===== src/rtl/quant_arbiter.sv =====
// Round-robin arbiter that lends one fixed-latency quantizer to NUM_REQ requesters, one owner burst at a time.
// Accept-to-response latency is 2+QUANT_LATENCY; only the owner sees req_ready, and only for up to MAX_BURST beats.
module quant_arbiter #(
  parameter int NUM_REQ           = 4,
  parameter int IDATA_WIDTH       = 24,
  parameter int ODATA_BIT         = 8,
  parameter int CDATA_SCALE_WIDTH = 16,
  parameter int CDATA_BIAS_WIDTH  = 16,
  parameter int CDATA_SHIFT_WIDTH = 5,
  parameter int QUANT_LATENCY     = 5,
  parameter int MAX_BURST         = 16
) (
  input  logic                           clk,
  input  logic                           rstn,
  input  logic                           cfg_wr_en,
  input  logic [$clog2(NUM_REQ)-1:0]     cfg_wr_idx,
  input  logic [CDATA_SCALE_WIDTH-1:0]   cfg_wr_scale,
  input  logic [CDATA_BIAS_WIDTH-1:0]    cfg_wr_bias,
  input  logic [CDATA_SHIFT_WIDTH-1:0]   cfg_wr_shift,
  input  logic [NUM_REQ-1:0]             req_valid,
  input  logic [NUM_REQ*IDATA_WIDTH-1:0] req_data,
  output logic [NUM_REQ-1:0]             req_ready,
  output logic [IDATA_WIDTH-1:0]         q_idata,
  output logic                           q_idata_valid,
  output logic [CDATA_SCALE_WIDTH-1:0]   q_scale,
  output logic [CDATA_BIAS_WIDTH-1:0]    q_bias,
  output logic [CDATA_SHIFT_WIDTH-1:0]   q_shift,
  input  logic [ODATA_BIT-1:0]           q_odata,
  input  logic                           q_odata_valid,
  output logic [ODATA_BIT-1:0]           rsp_data,
  output logic [NUM_REQ-1:0]             rsp_valid,
  output logic [$clog2(NUM_REQ)-1:0]     owner,
  output logic                           busy,
  output logic                           err
);

  localparam int IW = $clog2(NUM_REQ);
  localparam int BW = $clog2(MAX_BURST + 1);
  localparam int FW = $clog2(QUANT_LATENCY + 2);

  typedef enum logic [1:0] {IDLE, BURST, DRAIN} state_t;

  state_t                         state;
  logic [IW-1:0]                  last_owner;
  logic [IW-1:0]                  pick;
  logic [IW-1:0]                  cand;
  logic                           pick_vld;
  logic [BW-1:0]                  beat_cnt;
  logic [FW-1:0]                  inflight;
  logic                           accept;
  logic                           last_beat;
  logic [IDATA_WIDTH-1:0]         owner_data;
  logic [CDATA_SCALE_WIDTH-1:0]   tbl_scale [NUM_REQ];
  logic [CDATA_BIAS_WIDTH-1:0]    tbl_bias  [NUM_REQ];
  logic [CDATA_SHIFT_WIDTH-1:0]   tbl_shift [NUM_REQ];

  // Search starts one past the previous owner so a lone requester wraps back to itself.
  always_comb begin
    pick     = last_owner;
    cand     = last_owner;
    pick_vld = 1'b0;
    for (int k = 1; k <= NUM_REQ; k++) begin
      cand = IW'((int'(last_owner) + k) % NUM_REQ);
      if (!pick_vld && req_valid[cand]) begin
        pick     = cand;
        pick_vld = 1'b1;
      end
    end
  end

  always_comb begin
    owner_data = '0;
    for (int i = 0; i < NUM_REQ; i++) begin
      if (IW'(i) == owner) owner_data = req_data[i*IDATA_WIDTH +: IDATA_WIDTH];
    end
  end

  always_comb begin
    req_ready = '0;
    if (state == BURST && beat_cnt < BW'(MAX_BURST)) req_ready[owner] = 1'b1;
  end

  assign accept    = req_valid[owner] && req_ready[owner];
  assign last_beat = (beat_cnt == BW'(MAX_BURST - 1));
  assign busy      = (state != IDLE);

  always_ff @(posedge clk or negedge rstn) begin
    if (!rstn) begin
      for (int i = 0; i < NUM_REQ; i++) begin
        tbl_scale[i] <= '0;
        tbl_bias[i]  <= '0;
        tbl_shift[i] <= '0;
      end
    end else if (cfg_wr_en) begin
      tbl_scale[cfg_wr_idx] <= cfg_wr_scale;
      tbl_bias[cfg_wr_idx]  <= cfg_wr_bias;
      tbl_shift[cfg_wr_idx] <= cfg_wr_shift;
    end
  end

  always_ff @(posedge clk or negedge rstn) begin
    if (!rstn) begin
      state         <= IDLE;
      owner         <= '0;
      last_owner    <= IW'(NUM_REQ - 1);
      beat_cnt      <= '0;
      q_idata       <= '0;
      q_idata_valid <= 1'b0;
      q_scale       <= '0;
      q_bias        <= '0;
      q_shift       <= '0;
    end else begin
      q_idata_valid <= accept;
      if (accept) begin
        q_idata  <= owner_data;
        beat_cnt <= beat_cnt + BW'(1);
      end
      case (state)
        IDLE: if (pick_vld) begin
          owner    <= pick;
          q_scale  <= tbl_scale[pick];
          q_bias   <= tbl_bias[pick];
          q_shift  <= tbl_shift[pick];
          beat_cnt <= '0;
          state    <= BURST;
        end
        BURST: if (!req_valid[owner] || (accept && last_beat)) state <= DRAIN;
        // The beat registered on the last BURST cycle is not yet counted in inflight.
        DRAIN: if (inflight == '0 && !q_idata_valid) begin
          state      <= IDLE;
          last_owner <= owner;
        end
        default: state <= IDLE;
      endcase
    end
  end

  always_ff @(posedge clk or negedge rstn) begin
    if (!rstn) begin
      inflight  <= '0;
      err       <= 1'b0;
      rsp_data  <= '0;
      rsp_valid <= '0;
    end else begin
      case ({q_idata_valid, q_odata_valid})
        2'b10: inflight <= inflight + FW'(1);
        2'b01: begin
          if (inflight != '0) inflight <= inflight - FW'(1);
          else                err      <= 1'b1;
        end
        default: ;
      endcase
      rsp_valid <= q_odata_valid ? (NUM_REQ'(1) << owner) : '0;
      if (q_odata_valid) rsp_data <= q_odata;
    end
  end

endmodule

===== config.mk =====
export PLATFORM = sky130hd
export DESIGN_NAME = quant_arbiter
export DESIGN_NICKNAME = d
export VERILOG_FILES = /design/src/rtl/quant_arbiter.sv
export SDC_FILE = /design/constraint.sdc
export NUM_CORES = 1
export LEC_CHECK = 0
export BUFFER_PORTS_ARGS = -buffer_cell sky130_fd_sc_hd__buf_2
export CAP_MARGIN = 30
export CELL_PAD_IN_SITES_DETAIL_PLACEMENT = 0
export CELL_PAD_IN_SITES_GLOBAL_PLACEMENT = 2
export CORE_MARGIN = 10
export CORE_UTILIZATION = 40
export CTS_BUF_LIST = sky130_fd_sc_hd__clkbuf_8 sky130_fd_sc_hd__clkbuf_16
export CTS_CLUSTER_SIZE = 40
export DETAILED_ROUTE_END_ITERATION = 8
export MAX_ROUTING_LAYER = met4
export PLACE_DENSITY = 0.93
export SLEW_MARGIN = 20
export SYNTH_ARGS = -nofsm -noshare
export SYNTH_HDL_FRONTEND = slang
export SYNTH_SLANG_ARGS = --single-unit

===== constraint.sdc =====
create_clock -name clk -period 5.37 [get_ports clk]
set_input_delay 0.2685 -clock clk [delete_from_list [all_inputs] [get_ports clk]]
set_output_delay 0.2685 -clock clk [all_outputs]
set_load 0.1 [all_outputs]

==> flow_summary.ini <==
[cells_and_area]
area_growth_pct = 23.37
fin_area_sq_um = 12980
drive_gt1_frac = 0.5077
num-nets-final = 1114

[worst_setup_path]
crit_path_end_kind = output port
slowest_stage = nor3b_1
worstPathMaxFanout = 6
crit_chain = nor3b_1 -> nor3b_1 -> buf_2
reg2reg_slack_ns = 2.92
cp-start-kind = register
critical_path_class = register to output port
r2r_end = q_bias[13]
critPathMaxStageDelay_ns = 0.53
worstPathArrival_ns = 2.20
timing.critical_path.required_ns = 5.10
r2r_start = state[0]
r2r_cells = 4
cpMostUsedCell = nor3b_1

[place]
place_ws_ns = 2.847
io_buffers = 232
gp_congestion = 0.7885
placed_area_sq_um = 11990
dp_hpwl_um = 17850

[drt]
wl_um = 27000
drt-wirelength-per-cell_um = 20.58
drtPass1Iterations = 4
drtAntennaViolNets = 0
drt_iter0_drc = 308
via_count = 6910
vias_per_cell = 5.267
drc = 0

[die]
dieArea_sq_um = 33190
initial_core_util = 0.4049
dieHeight_um = 182.2
coreArea_sq_um = 25980
chipWidth_um = 182.2
ios = 233
row_count = 59

[timing]
relSlewSlack = 0.3343
finalHoldViolations = 0
fin_setup_tns_ns = 0
hold_ws_ns = 0.01472
setup_slack_ns = 2.906
finalSetupViolCount = 0
timing.fmax_mhz = 405.8
min_period_ns = 2.465
finalCritPeriodShare = 0.4589
finalClockSkew_ns = 0.005489
rsz0062_at_grt = no
tightest_slew_ns = 0.9985
slew_viol_final = 0

[clock_network]
htreeDepth = 1
cts_setup_buffers = 0
clk_latency_ns = 0.53
clock_sinks = 237
cts_tree = done
clkSlewWorstSetupHoldPaths_ns = 0.06
cts_root_buf = clkbuf_16
clockBufferDepth = 3
cts-resized-gates = 0
cts_buffers = 27

[global_routing]
grt_pass1_wl_um = 41800
grt_max_degree = 148
antenna_found_initial = 3
grt_pass1_vias = 7377
track_usage = 0.1608
grt_overflow = 0

[pwr]
seq_power_share = 0.315
power_density_nw_per_um2 = 642.8
pwr-share-comb = 0.490
power.leakage_nw = 6.110
p_int_w = 0.004386
netSwitchingPower_w = 0.003957
power_frac_clock = 0.195
switching_share = 0.4743
fin_total_pwr_w = 0.008343
max-vdd-ir-drop_mv = 0.4941

[synthesis]
synth_cell_types = 39
synth-edff-count = 0
synth.avg_cell_area_sq_um = 14.61
synthMuxAreaShare = 0.3231
netlist_area_sq_um = 10520
synth_compound_area_frac = 0.03912
ys.flop_type = dfrtp_1
synth_top_family_by_area = multiplexers
syn_nets = 874
yosys.area_share.simple = 0.03901
syn-instance-count = 720
synthXorXnorAreaFrac = 0.004162
yosysSeqAreaShare = 0.5639
yosys_warnings = 0
ys_ff_latch = 237
async_flop_share = 1.000
synthAdderAreaFrac = 0.004281

[job]
drv_cap = 0

[min_path]
worstHoldPathCells = 2
hold_class = primary input to register
whs_endpoint = tbl_scale[52]
min-delay-start = cfg_wr_scale[4]

[run_status]
status = finished, final reports clean
-- sequential cells by signal, summed over array words and instances, names as in the netlist --
name	flops
rsp_valid	4
q_scale	16
err	1
q_idata_valid	1
rsp_data	8
state	2
inflight	3
beat_cnt	5
tbl_scale	64
last_owner	2
q_shift	5
owner	2
tbl_shift	20
q_bias	16
tbl_bias	64
q_idata	24
-- final cells by class --
class                   count  area [sq um]
clock inverters            14         63.81
multi-input cells         428          4343
inverters                   7         26.28
flip-flops and latches    237          5934
well taps                 335         419.2
clock buffers              30         716.9
repair buffers            259          1471
diodes                      2         5.005
fillers                  2274         13010
-- cells in the final DEF (no fill, tap or decap), types with 9 or more instances in the layout --
cell and count:
nand2_1 47, buf_2 231, mux2i_1 76, mux4_2 25, clkbuf_16 27, o221ai_1 37
dfrtp_1 234, mux2_2 175, dlygate4sd3_1 16, nor2_1 9, inv_1 17
-- what timing repair did --
item / 4_1_cts / 5_1_grt
hold buffers: 16 / 0
endpoints found under the setup margin: 0 / 0
hold endpoints to repair: 115 / 0
-- metrics by stage --
stage,std cells,util
6_report,1312,0.4995
5_1_grt,1312,0.4995
4_1_cts,1308,0.4975
3_5_place_dp,1248,0.4613
3_3_place_gp,1247,0.4605
2_1_floorplan,720,-
-- critical path: cells and delay by family, from the launching register on --
| kind | cells | cell delay, ns |
|---|---|---|
| simple gates | 2 | 0.80 |
| buf+inv | 1 | 0.46 |
| flops | 1 | 0.41 |
-- power by group through the flow --
| stage | Clock, W | Sequential, W | Combinational, W |
|---|---|---|---|
| finish | 0.00162 | 0.00263 | 0.00409 |
| detailed placement | 0 | 0.00269 | 0.00405 |
| CTS | 0.00168 | 0.00267 | 0.00407 |
| floorplan | 0 | 0.00434 | 0.00159 |
| global placement | 0 | 0.00268 | 0.00399 |
| global route | 0.00175 | 0.00270 | 0.00430 |
-- logic make-up (layout without fill, tap and decap cells) --
kind of cell,after synthesis,after routing
other,0,2
adders and majority gates,3,3
AOI/OAI and AO/OA,51,51
buffers and inverters,55,310
and+or+nand+nor,86,86
muxes,283,283
DFF,237,237
xor gates and xnor gates,5,5
-- worst max path at each step --
stage	startpoint	to	slack, ns	cells past startpoint
floorplan	owner[1]	req_ready[0]	1.37	4
global placement	owner[0]	beat_cnt[3]	2.89	5
detailed placement	owner[0]	beat_cnt[3]	2.85	5
CTS	owner[0]	req_ready[1]	2.76	2
global route	state[0]	q_scale[14]	2.71	4
finish	state[1]	req_ready[0]	2.91	3
-- cell usage after synthesis, types with 2 or more instances --
library cell    n  area share
and3b_1         2      0.0017
a21oi_1         2     0.00095
or2_2           2      0.0012
inv_1           7      0.0025
nor2_1          9      0.0032
dfstp_2         2      0.0050
dfrtp_1       235        0.56
xor2_1          3      0.0025
nand3_1         2     0.00095
mux2_4          7       0.010
o221ai_1       38       0.032
xnor2_1         2      0.0017
nand2_1        48       0.017
mux4_2         25       0.054
clkbuf_1       21      0.0075
mux2i_1        76       0.072
o21ai_0         5      0.0024
buf_6           2      0.0021
nor2b_1         2      0.0012
ha_1            2      0.0024
nor4_1          2      0.0012
a21o_1          2      0.0014
nand2b_1        3      0.0018
nand3b_1        4      0.0029
buf_2          18      0.0086
buf_4           6      0.0043
and3_1          3      0.0018
nor3b_1         5      0.0036
mux2_2        175        0.19
-- layer usage --
layer  GRT usage  up-vias  part of all wire
li1            -     3136                 -
met1      0.1801     3528              0.41
met2      0.2795      206              0.50
met3     0.04471       40             0.072
met4     0.03775        0             0.020
met5           -        -                 0
Power figures use the tool's default switching activity.
